<file path="config.mk">
export PLATFORM = sky130hd
export DESIGN_NAME = arb_stream_mux
export DESIGN_NICKNAME = d
export VERILOG_FILES = /design/src/rtl/mux_pkg.sv /design/src/rtl/rr_arbiter.sv /design/src/rtl/arb_stream_mux.sv
export SDC_FILE = /design/constraint.sdc
export NUM_CORES = 1
export LEC_CHECK = 0
export ABC_AREA = 0
export CORE_AREA = 2 2 131 133
export CTS_BUF_LIST = sky130_fd_sc_hd__clkbuf_16
export DETAILED_ROUTE_END_ITERATION = 7
export DIE_AREA = 0 0 133 135
export PLACE_DENSITY = 0.69
export SYNTH_ARGS = -nofsm -noshare
export SYNTH_HDL_FRONTEND = slang
export SYNTH_SLANG_ARGS = --single-unit
</file>
<file path="constraint.sdc">
create_clock -name clk -period 3.3 [get_ports clk]
set_input_delay 0.33 -clock clk [delete_from_list [all_inputs] [get_ports clk]]
set_output_delay 0.33 -clock clk [all_outputs]
set_load 0.005 [all_outputs]
</file>
<file path="src/rtl/mux_pkg.sv">
// Shared constants and rotated-priority grant helper for the stream mux
// and its arbiter.
package mux_pkg;

    localparam int DEF_WIDTH  = 64;
    localparam int DEF_NUM_IN = 4;
    localparam int MAX_IN     = 32;

    localparam int ARB_FIXED = 0;
    localparam int ARB_RR    = 1;

    // One-hot grant of the first set req bit at or after ptr, wrapping modulo n.
    function automatic logic [MAX_IN-1:0] rr_grant(
        input logic [MAX_IN-1:0] req,
        input logic [4:0]        ptr,
        input logic [5:0]        n
    );
        logic [MAX_IN-1:0] g;
        logic              found;
        logic [5:0]        idx;
        g     = '0;
        found = 1'b0;
        for (int k = 0; k < MAX_IN; k++) begin
            if (6'(k) < n) begin
                idx = {1'b0, ptr} + 6'(k);
                if (idx >= n) begin
                    idx = idx - n;
                end
                if (!found && req[idx[4:0]]) begin
                    g[idx[4:0]] = 1'b1;
                    found       = 1'b1;
                end
            end
        end
        return g;
    endfunction

endpackage

</file>
<file path="src/rtl/rr_arbiter.sv">
// Grant logic (round-robin, fixed priority or forced) plus the rotating
// priority pointer.
module rr_arbiter
    import mux_pkg::*;
#(
    parameter int  NUM_IN  = DEF_NUM_IN,
    parameter int  RR_MODE = ARB_RR,
    localparam int SEL_W   = $clog2(NUM_IN)
) (
    input  logic              clk,
    input  logic              rst_n,
    input  logic [NUM_IN-1:0] req,
    input  logic              force_en,
    input  logic [SEL_W-1:0]  force_idx,
    input  logic              advance,
    output logic [NUM_IN-1:0] grant,
    output logic [SEL_W-1:0]  grant_idx
);

    logic [SEL_W-1:0]  rr_ptr_q, rr_ptr_d;
    logic [MAX_IN-1:0] req_ext;
    logic [MAX_IN-1:0] rr_grant_ext;
    logic [NUM_IN-1:0] force_grant;

    always_comb begin
        req_ext             = '0;
        req_ext[NUM_IN-1:0] = req;
    end

    // Fixed priority is the rotating search anchored at index 0.
    assign rr_grant_ext = rr_grant(req_ext,
                                   (RR_MODE == ARB_RR) ? 5'(rr_ptr_q) : 5'd0,
                                   6'(NUM_IN));

    // An out-of-range forced index matches no channel, so nothing is granted.
    generate
        for (genvar gi = 0; gi < NUM_IN; gi++) begin : g_force
            assign force_grant[gi] = req[gi] & (force_idx == SEL_W'(gi));
        end
        if (NUM_IN < MAX_IN) begin : g_hi
            logic unused_hi;
            assign unused_hi = ^rr_grant_ext[MAX_IN-1:NUM_IN];
        end
    endgenerate

    assign grant = force_en ? force_grant : rr_grant_ext[NUM_IN-1:0];

    always_comb begin
        grant_idx = '0;
        for (int i = 0; i < NUM_IN; i++) begin
            if (grant[i]) begin
                grant_idx = grant_idx | SEL_W'(i);
            end
        end
    end

    always_comb begin
        rr_ptr_d = rr_ptr_q;
        if (advance) begin
            rr_ptr_d = (grant_idx == SEL_W'(NUM_IN - 1)) ? '0 : grant_idx + SEL_W'(1);
        end
    end

    always_ff @(posedge clk or negedge rst_n) begin
        if (!rst_n) begin
            rr_ptr_q <= '0;
        end else begin
            rr_ptr_q <= rr_ptr_d;
        end
    end

endmodule

</file>
<file path="src/rtl/arb_stream_mux.sv">
// N-input stream mux: arbitrates one valid channel per cycle into a
// one-entry registered output with valid/ready handshake.
module arb_stream_mux
    import mux_pkg::*;
#(
    parameter int  WIDTH   = DEF_WIDTH,
    parameter int  NUM_IN  = DEF_NUM_IN,
    parameter int  RR_MODE = ARB_RR,
    localparam int SEL_W   = $clog2(NUM_IN)
) (
    input  logic                    clk,
    input  logic                    rst_n,
    input  logic [NUM_IN*WIDTH-1:0] in_data,
    input  logic [NUM_IN-1:0]       in_valid,
    output logic [NUM_IN-1:0]       in_ready,
    input  logic                    force_sel_en,
    input  logic [SEL_W-1:0]        force_sel,
    output logic [WIDTH-1:0]        out_data,
    output logic                    out_valid,
    input  logic                    out_ready,
    output logic [SEL_W-1:0]        out_sel
);

    logic              out_valid_q, out_valid_d;
    logic [WIDTH-1:0]  out_data_q, out_data_d;
    logic [SEL_W-1:0]  out_sel_q, out_sel_d;
    logic [NUM_IN-1:0] grant;
    logic [SEL_W-1:0]  grant_idx;
    logic [WIDTH-1:0]  win_data;
    logic              can_load;
    logic              xfer;

    assign can_load = ~out_valid_q | out_ready;
    // rst_n gates ready so no producer sees a handshake while held in reset.
    assign in_ready = grant & {NUM_IN{can_load & rst_n}};
    assign xfer     = |(in_valid & in_ready);

    rr_arbiter #(
        .NUM_IN  (NUM_IN),
        .RR_MODE (RR_MODE)
    ) u_arb (
        .clk       (clk),
        .rst_n     (rst_n),
        .req       (in_valid),
        .force_en  (force_sel_en),
        .force_idx (force_sel),
        .advance   (xfer),
        .grant     (grant),
        .grant_idx (grant_idx)
    );

    always_comb begin
        win_data = '0;
        for (int i = 0; i < NUM_IN; i++) begin
            win_data = win_data | (in_data[i*WIDTH +: WIDTH] & {WIDTH{grant[i]}});
        end
    end

    always_comb begin
        out_valid_d = out_valid_q;
        out_data_d  = out_data_q;
        out_sel_d   = out_sel_q;
        if (xfer) begin
            out_valid_d = 1'b1;
            out_data_d  = win_data;
            out_sel_d   = grant_idx;
        end else if (out_ready) begin
            out_valid_d = 1'b0;
        end
    end

    always_ff @(posedge clk or negedge rst_n) begin
        if (!rst_n) begin
            out_valid_q <= 1'b0;
            out_data_q  <= '0;
            out_sel_q   <= '0;
        end else begin
            out_valid_q <= out_valid_d;
            out_data_q  <= out_data_d;
            out_sel_q   <= out_sel_d;
        end
    end

    assign out_valid = out_valid_q;
    assign out_data  = out_data_q;
    assign out_sel   = out_sel_q;

endmodule
</file>
# == Yosys cells after proc, flatten, opt, wreduce, memory -nomap -nowiden ==
# Index checks and enable logic that the tools add are counted.
# classes
n_eq_ne,4
bitwise_logic,19
n_lt_le_gt_ge,12
add_sub_neg,8
muxes,34
reduce_logical,13
# op_table
operator,n
bitwise AND 64 bit,4
OR 64 bit,3
< comparator 5 x 6 -> 1 bit (second input constant),4
binary-select mux 1 bit (select 5 bit),4
demux 1 bit (select 5 bit),4
greater-or-equal comparator 5 x 1 -> 1 bit (second input constant),4
two-way mux 4 bit,5
two-way mux 5 bit,4
greater-or-equal comparator 6 x 3 -> 1 bit (second input constant),3
subtractor 5 x 3 -> 5 bit (second input constant),3
two-way mux 1 bit,14
OR 4 bit,3
bitwise AND 4 bit,2
logical AND 1 bit,7
adder 2 x 2 -> 3 bit (second input constant),2
equality test 2 bit (second input constant),3
two-way mux 2 bit,3
bitwise AND 1 bit,5
OR reduction 4 bit,1
subtractor 2 x 3 -> 4 bit (second input constant),1
adder 2 x 1 -> 3 bit (second input constant),1
greater-or-equal comparator 2 x 3 -> 1 bit (second input constant),1
zero test 1 bit,3
adder 2 x 1 -> 2 bit (second input constant),1
other kinds (5),5
# word_totals
elab_cells,94
out_inout_bits,71
reg_bits,69
input_bits,266

# == Longest topological paths before layout ==
# Gate-level depths: netlist (run 1).
# depth
depth_word,20
mapped_depth,14
depth_no_buf,10

# == Cells and area by module ==
# A second synthesis (run 1) with hierarchy kept.
# unflattened
hier_cells,445
hier_area_um2,4595.7
# by_module_without_submodules
module,cells_each,area_per_inst_um2,seq_area_each_um2,instances
arb_stream_mux,370,3963.8,1676.6,1
rr_arbiter,75,631.9,50.0,1

# == Worst setup path before layout (run 1) ==
# Ideal clock, no wire load.
# synth_timing
path_type,reg-to-output
startpoint,register u_arb.rr_ptr_q[0]
endpoint,output port in_ready[3]
path_slack_ps,82
n_path_buf,3
stages_incl_launch_ff,13
required_ps,2970
arrival_ps,2888
cell_sequence,dfrtp_1 buf_4 inv_2 ha_1 nor2_1 or4_1 a222oi_1 and3_1 nor4_1 a21oi_2 buf_2 buf_2 nor2b_1
# synth_between
elab_chain_cells,16
elab_cells_between_ends,61
classes_between,add/sub: 7; order compare: 12; mux: 28; bitwise: 4; reduce/logical: 10
# synth_rtl
element,line,text
from (decl),rr_arbiter.sv:20,"logic [SEL_W-1:0] rr_ptr_q, rr_ptr_d;"
from (signal assigned),rr_arbiter.sv:68,rr_ptr_q <= rr_ptr_d;
"parallel branches: the longest is 13 deep, another holds < comparator 5 x 6 -> 1 bit",-,
two-way mux 4 bit (*),mux_pkg.sv:29,if (!found && req[idx[4:0]]) begin
two-way mux 4 bit (*),rr_arbiter.sv:46,assign grant = force_en ? force_grant : rr_grant_ext[NUM_IN-1:0];
bitwise AND 4 bit (*),arb_stream_mux.sv:35,assign in_ready = grant & {NUM_IN{can_load & rst_n}};
to (decl),arb_stream_mux.sv:15,"output logic [NUM_IN-1:0] in_ready,"
# Every way passes the cells marked *. The select of a mux whose other input is x is not followed.

# == Final worst setup path (run 1) ==
# layout_timing
startpoint,register u_arb.rr_ptr_q[0]
endpoint,output port in_ready[0]
# Same word-level chain as after synthesis.

==> results.py, run 1 <==
metrics = {
    "finish": {
        "seqCellArea_sq_um": 1730,
        "fillers": 1429,
        "final_core_util": 0.522,
        "layout_commonest_cell": "clkdlybuf4s50_1",
        "multi_input_area_sq_um": 2600,
        "final_cells": 1011,
        "final_nets": 1061,
        "fin_area_sq_um": 8570,
        "area_delta_synth_final_pct": 91.1,
        "drive_above_1_share": 0.129,
        "layout_common_cells": "clkdlybuf4s50_1 (331), nand2_1 (75), dfrtp_1 (69)",
        "antennaDiodeCount": 0,
    },
    "clock_network": {
        "insertion_delay_ps": 330,
        "clk_pin_slew_ps": 60,
        "clock_sink_count": 69,
        "root_buffer": "clkbuf_16",
        "cts.htree.levels": 3,
        "cts_made_buffers": 9,
        "cts_buffer_depth": 2,
        "cts_tree": "built",
    },
    "placement": {
        "dpl_cell_area_sq_um": 8170,
        "hpwl_mm": 14.8,
        "placed_cells_incl_taps": 991,
        "gp_congestion": 0.893,
        "pre_cts_ws_ps": -112,
        "portBuffers": 336,
    },
    "timing": {
        "rsz0062_at_grt": "yes",
        "setup_violations": 0,
        "maxSlewViolCount": 0,
        "max_freq_mhz": 311,
        "period_share": 0.973,
        "period_needed_ps": 3210,
        "tightest_slew_ps": 907,
        "fin_worst_skew_ps": 8.12,
        "maxSlewHeadroom": 0.395,
        "hold_viol": 0,
        "setup_slack_ps": 88.9,
    },
    "synth": {
        "synth_top_cell_area_share": 0.385,
        "synthAdderAreaFrac": 0.0195,
        "synth.yosys.warnings": 0,
        "synth_compound_area_frac": 0.413,
        "yosysTopAreaCell": "dfrtp_1",
        "synth_top_family_by_area": "compound AO/OA/AOI/OAI gates",
        "synth_area_sq_um": 4480,
        "synth.net_count": 730,
        "synthCells": 457,
        "synth-simple-area-share": 0.0996,
        "synth_edf_count": 0,
        "synth-main-ff-cell": "dfrtp_1",
        "yosys_register_bits": 69,
        "synth_area_leaders": "dfrtp_1 (39%), a22o_1 (13%), a221oi_2 (10%)",
        "synthMuxAreaShare": 0.0148,
        "synth-xor-area-share": 0.00195,
        "ys_seq_area_frac": 0.385,
        "synthArstFlopShare": 1.00,
        "syn_avg_cell_area_sq_um": 9.81,
        "synth_cell_type_count": 47,
    },
    "floorplan": {
        "rows": 47,
        "die_w_microns": 133,
        "core_region_area_sq_um": 16400,
        "die_height_microns": 135,
        "start_util": 0.273,
        "die_area_sq_um": 18000,
        "io_pins": 337,
    },
    "route": {
        "drtAntennaViolNets": 0,
        "drc_errors": 0,
        "first_pass_iters": 4,
        "initialDrtViolationCount": 188,
        "vias": 5266,
        "wirelength_mm": 19.2,
        "wl_per_cell_microns": 18.9,
        "via_per_inst": 5.21,
    },
    "run": {
        "max_cap_viol_count": 0,
    },
    "setup_path": {
        "critPathRequiredTime_ps": 2970,
        "cp_data_arrival_time_ps": 2880,
        "cpPeakStageDelay_ps": 430,
        "critPathMaxFanout": 5,
        "start_kind": "flop",
        "cpMaxStageDelayCell": "or4_4",
        "cp_cell_sequence": "inv_2 > ha_4 > nor2_1 > or4_4 > a222oi_1 > buf_4 > buf_4 > nand3_4 > a32oi_4 > nor2b_4 > buf_6",
        "worstSetupPathType": "flop to output pin",
        "reg2reg_depth": 13,
        "critPathCaptureType": "output pin",
        "crit_top_cell": "buf_4",
    },
    "power": {
        "leakagePower_nw": 3.42,
        "irDropWorstVdd_mv": 0.282,
        "p_total_mw": 5.65,
        "power_density_nw_per_um2": 659,
    },
    "global_routing": {
        "grt_max_degree": 70,
        "antenna_found_initial": 0,
        "grt_pass1_wl_mm": 28.6,
        "grt.overflow.total": 0,
        "first_global_vias": 5313,
        "grt_util_all_layers": 0.204,
    },
    "hold_path": {
        "holdCritPathClass": "input pin to asynchronous set/reset pin",
    },
    "status": {
        "status": "completed",
    },
}
==> synth_stat cells, types with 2 or more instances <==
master    count
nand2_1      75
dfrtp_1      69
a22o_1       66
o21ai_1      50
a221oi_1     35
a221oi_2     30
o21ai_0      19
buf_2        18
clkbuf_1     15
buf_4         7
buf_6         7
ha_1          7
a21oi_1       5
nand3_1       5
nor2_1        5
and3_1        4
inv_1         4
nor2b_1       4
mux4_2        2
nand2b_1      2
o41ai_1       2
==> sequential cells by signal, indices dropped and copies added, names as in the netlist <==
name and cells:
out_sel 2, out_valid 1, u_arb.rr_ptr_q 2, out_data 64
==> worst max-delay path, delay by kind of cell (launching register included) <==
family / cells / cell delay (ps)
simple gates: 4 / 740
flops: 1 / 350
buf+inv: 4 / 480
fa+ha+maj: 1 / 300
compound gates: 2 / 650
==> path summary, 6_finish.rpt <==
check / startpoint / slack (ps) / endpoint
worst min-delay path: rst_n / 240 / u_arb.rr_ptr_q[0]
worst min register to register: out_data[29] / 480 / out_data[29]
worst max register to register: u_arb.rr_ptr_q[0] / 120 / out_data[23]
max in group asynchronous: rst_n / 2470 / out_data[53]
worst max-delay path: u_arb.rr_ptr_q[0] / 90 / in_ready[0]
min in group clk: out_data[29] / 480 / out_data[29]
==> through the flow <==
step           setup TNS, ps  hold WS, ps
3_3_place_gp           -61.4          463
4_1_cts                    0          269
3_5_place_dp            -922          471
5_1_grt                -25.0          319
6_report                   0          236
2_1_floorplan              0         34.4
==> repair_timing <==
action	CTS	global route
gates resized for setup	10	25
buffers inserted	4	2
gates cloned	0	0
pin swaps	1	4
hold buffers	0	0
endpoints found under the setup margin	26	45
==> cells by family after synthesis <==
kind of cell | Yosys count
xor+xnor | 1
compound gates | 221
flops | 69
simple gates | 103
fa+ha+maj | 7
mux | 4
buf+inv | 52
==> layout make-up <==
type,instances,area share
clock inverter,5,0.00350
tap,220,0.0321
sequential,69,0.201
inverter,5,0.00219
multi-input combinational,336,0.303
timing repair buffer,367,0.431
clock buffer,9,0.0263
==> per-layer routing <==
layer / global-route usage / up-vias / part of all wire
met4: 0.0872 / 0 / 0.029
met5: 0 / - / 0
met3: 0.0480 / 35 / 0.083
met1: 0.228 / 2459 / 0.38
li1: - / 2466 / -
met2: 0.372 / 306 / 0.51
==> where the power goes <==
group | leakage [nW] | internal, mW | switching [mW]
clock network | 0.125 | 0.495 | 0.354
registers | 0.848 | 1.25 | 0.228
logic | 2.44 | 1.85 | 1.47
Note: power is estimated with default switching activity, not from simulation.
==> inputs of run 2 (changes only) <==
--- a/config.mk
+++ b/config.mk
@@ -6,11 +6,13 @@
 export NUM_CORES = 1
 export LEC_CHECK = 0
 export ABC_AREA = 0
-export CORE_AREA = 2 2 131 133
+export CAP_MARGIN = 20
+export CORE_MARGIN = 8
+export CORE_UTILIZATION = 32
 export CTS_BUF_LIST = sky130_fd_sc_hd__clkbuf_16
 export DETAILED_ROUTE_END_ITERATION = 7
-export DIE_AREA = 0 0 133 135
-export PLACE_DENSITY = 0.69
+export PLACE_DENSITY = 0.79
 export SYNTH_ARGS = -nofsm -noshare
 export SYNTH_HDL_FRONTEND = slang
+export SYNTH_HIERARCHICAL = 1
 export SYNTH_SLANG_ARGS = --single-unit
==> run 2 against run 1 <==
Net effect:
- combinational power is 29% higher
- cell count is 3.3% lower
- utilization is 8.7 points higher
- clock skew is 3.9 ps lower
- clock-buffer cell count stayed put
- global-route usage is 0.86 points higher
- clock power is 11% higher
- critical path depth is 2 higher
- critical endpoint is now out_data[20]
==> results.py, run 2 <==
metrics = {
    "floorplan": {
        "die_area_sq_um": 18500,
        "core_region_area_sq_um": 14300,
        "die_w_microns": 136,
        "die_height_microns": 136,
        "rows": 44,
        "io_pins": 337,
        "start_util": 0.322,
    },
    "global_routing": {
        "first_global_vias": 5550,
        "grt_pass1_wl_mm": 30.7,
        "grt_util_all_layers": 0.213,
        "antenna_found_initial": 0,
        "grt_max_degree": 65,
        "grt.overflow.total": 0,
    },
    "finish": {
        "seqCellArea_sq_um": 1730,
        "layout_common_cells": "clkdlybuf4s50_1 (331), a22oi_1 (126), nand2_1 (70)",
        "fillers": 1142,
        "multi_input_area_sq_um": 2700,
        "largest_reg_flops": 64,
        "drive_above_1_share": 0.180,
        "area_delta_synth_final_pct": 89.2,
        "final_nets": 1064,
        "antennaDiodeCount": 0,
        "layout_commonest_cell": "clkdlybuf4s50_1",
    },
    "timing": {
        "setup_violations": 0,
        "fin_worst_skew_ps": 4.25,
        "tns_ps": 0,
        "period_share": 0.986,
        "maxSlewHeadroom": 0.545,
        "hold_viol": 0,
        "max_freq_mhz": 307,
        "maxSlewViolCount": 0,
        "rsz0062_at_grt": "yes",
        "period_needed_ps": 3250,
        "tightest_slew_ps": 682,
        "hold_ws_ps": 458,
    },
    "synth": {
        "yosys_register_bits": 69,
        "synthArstFlopShare": 1.00,
        "synth_area_leaders": "dfrtp_1 (38%), a22oi_1 (21%), mux2_4 (9.5%)",
        "ys_top_cells_by_count": "a22oi_1 (128), nand2_1 (70), dfrtp_1 (69)",
        "synth.net_count": 719,
        "synth-main-ff-cell": "dfrtp_1",
        "synth_area_sq_um": 4600,
        "synth_cell_type_count": 44,
        "ys_seq_area_frac": 0.376,
        "syn_avg_cell_area_sq_um": 10.3,
        "synth.yosys.warnings": 6,
        "yosysTopAreaCell": "dfrtp_1",
        "synth_edf_count": 0,
        "synth_top_cell_area_share": 0.376,
        "yosysMostFrequentCell": "a22oi_1",
        "synthCells": 445,
    },
    "route": {
        "drc_errors": 0,
        "initialDrtViolationCount": 344,
        "wl_per_cell_microns": 21.4,
        "via_per_inst": 5.28,
        "wirelength_mm": 21.0,
        "first_pass_iters": 5,
        "drtAntennaViolNets": 0,
        "vias": 5166,
    },
    "power": {
        "irDropWorstVdd_mv": 0.440,
        "leakagePower_nw": 3.71,
        "power_density_nw_per_um2": 761,
    },
    "placement": {
        "portBuffers": 336,
        "gp_congestion": 0.960,
        "hpwl_mm": 16.4,
    },
    "setup_path": {
        "cp_data_arrival_time_ps": 3470,
        "worstSetupPathType": "flop to flop",
        "crit_buf_inv": 3,
        "start_kind": "flop",
        "critPathRequiredTime_ps": 3510,
        "cpMaxStageDelayCell": "dfrtp_2",
        "cp_cell_sequence": "ha_2 > and2b_2 > or3_4 > and2_4 > and3_4 > a222oi_1 > o211a_1 > inv_2 > a22o_1 > o211ai_2 > inv_4 > buf_12 > mux2_4",
        "cpPeakStageDelay_ps": 460,
        "critPathCaptureType": "flop",
        "critPathMaxFanout": 36,
        "ff2ff_setup_slack_ps": 50,
        "crit_family": "compound AO/OA/AOI/OAI gates",
        "worstReg2RegEnd": "out_data[20]",
        "reg2reg_depth": 13,
        "reg2reg_from": "u_arb/rr_ptr_q[0]",
    },
    "clock_network": {
        "cts_tree": "built",
        "cts.htree.levels": 3,
        "clock_sink_count": 69,
        "clk_pin_slew_ps": 60,
        "cts_buffer_depth": 2,
        "cts_made_buffers": 9,
        "root_buffer": "clkbuf_16",
        "insertion_delay_ps": 330,
    },
    "run": {
        "max_cap_viol_count": 0,
    },
    "hold_path": {
        "holdCritPathClass": "input pin to asynchronous set/reset pin",
    },
    "status": {
        "status": "completed",
    },
}
[run 2: cell types whose count changed in the layout (fill, tap and decap cells not counted), moves of 7 or more]
cell      before  now
mux2_4         0   29
a22oi_1        0  126
o21ai_0       19    0
buf_4         22   29
a22o_1        66    2
a221oi_1      34    2
a221oi_2      31    0
o21ai_1       50    0
mux2_2         1   38
[run 2: worst max path at each step]
stage,startpoint,to,slack (ps),cells after the start
after floorplan,u_arb/rr_ptr_q[0],out_data[20],20,16
after global placement,in_valid[0],out_data[20],-120,13
after detailed placement,in_valid[0],out_data[17],-270,12
after CTS,u_arb/rr_ptr_q[0],in_ready[3],40,11
after global routing,u_arb/rr_ptr_q[0],out_data[20],-80,13
final,u_arb/rr_ptr_q[0],out_data[20],50,13
[run 2: repair_timing]
item                       CTS  global route
hold buffers                 1             0
gates resized for setup     12            14
buffers inserted             0             2
hold endpoints to repair    15             0
setup endpoints to repair   36            70
pin swaps                    2             3
gates cloned                 0             2
[run 2: power breakdown]
group,internal (mW),switching [mW]
combinational,2.34,1.92
clock,0.580,0.360
sequential,1.20,0.209
total,4.12,2.49
[run 2: logic make-up after synthesis]
logic type      share of synthesized area
compound gates                      0.244
simple gates                        0.103
mux                                 0.203
flops                               0.376
buf+inv                            0.0506
fa+ha+maj                          0.0218
xor+xnor                          0.00191
[run 2: routing by layer]
metal  part of all wire  vias up  track usage
li1                   -     2397            -
met1               0.39     2440        0.237
met2               0.49      295        0.371
met3              0.098       34       0.0739
met4              0.022        0       0.0703
met5                  0        -            0
[run 2: worst reg2reg max path, cell delays in order (launching register included)]
cell and delay (ps):
dfrtp_2 460, ha_2 190, and2b_2 200, or3_4 330, and2_4 160, and3_4 150, a222oi_1 290, o211a_1 240
inv_2 50, a22o_1 210, o211ai_2 210, inv_4 110, buf_12 190, mux2_4 350
[run 2: layout make-up]
type / count / share of cell area
clock buffer: 9 / 0.0259
clock inverter: 6 / 0.00734
inverter: 6 / 0.00345
multi-input combinational: 331 / 0.310
sequential: 69 / 0.199
tap: 184 / 0.0265
timing repair buffer: 373 / 0.427
[run 2: metrics by stage]
stage / util / instance area [sq um] / power (mW) / instances / worst slack (ps)
after floorplan: - / 4620 / 3.68 / 445 / 22.8
final: 0.610 / 8690 / 6.62 / 978 / 47.3
after global placement: 0.580 / 8270 / 5.38 / 958 / -115
after global routing: 0.610 / 8690 / 7.03 / 978 / -75.1
after detailed placement: 0.580 / 8270 / 5.53 / 958 / -273
after CTS: 0.602 / 8580 / 6.54 / 974 / 43.3
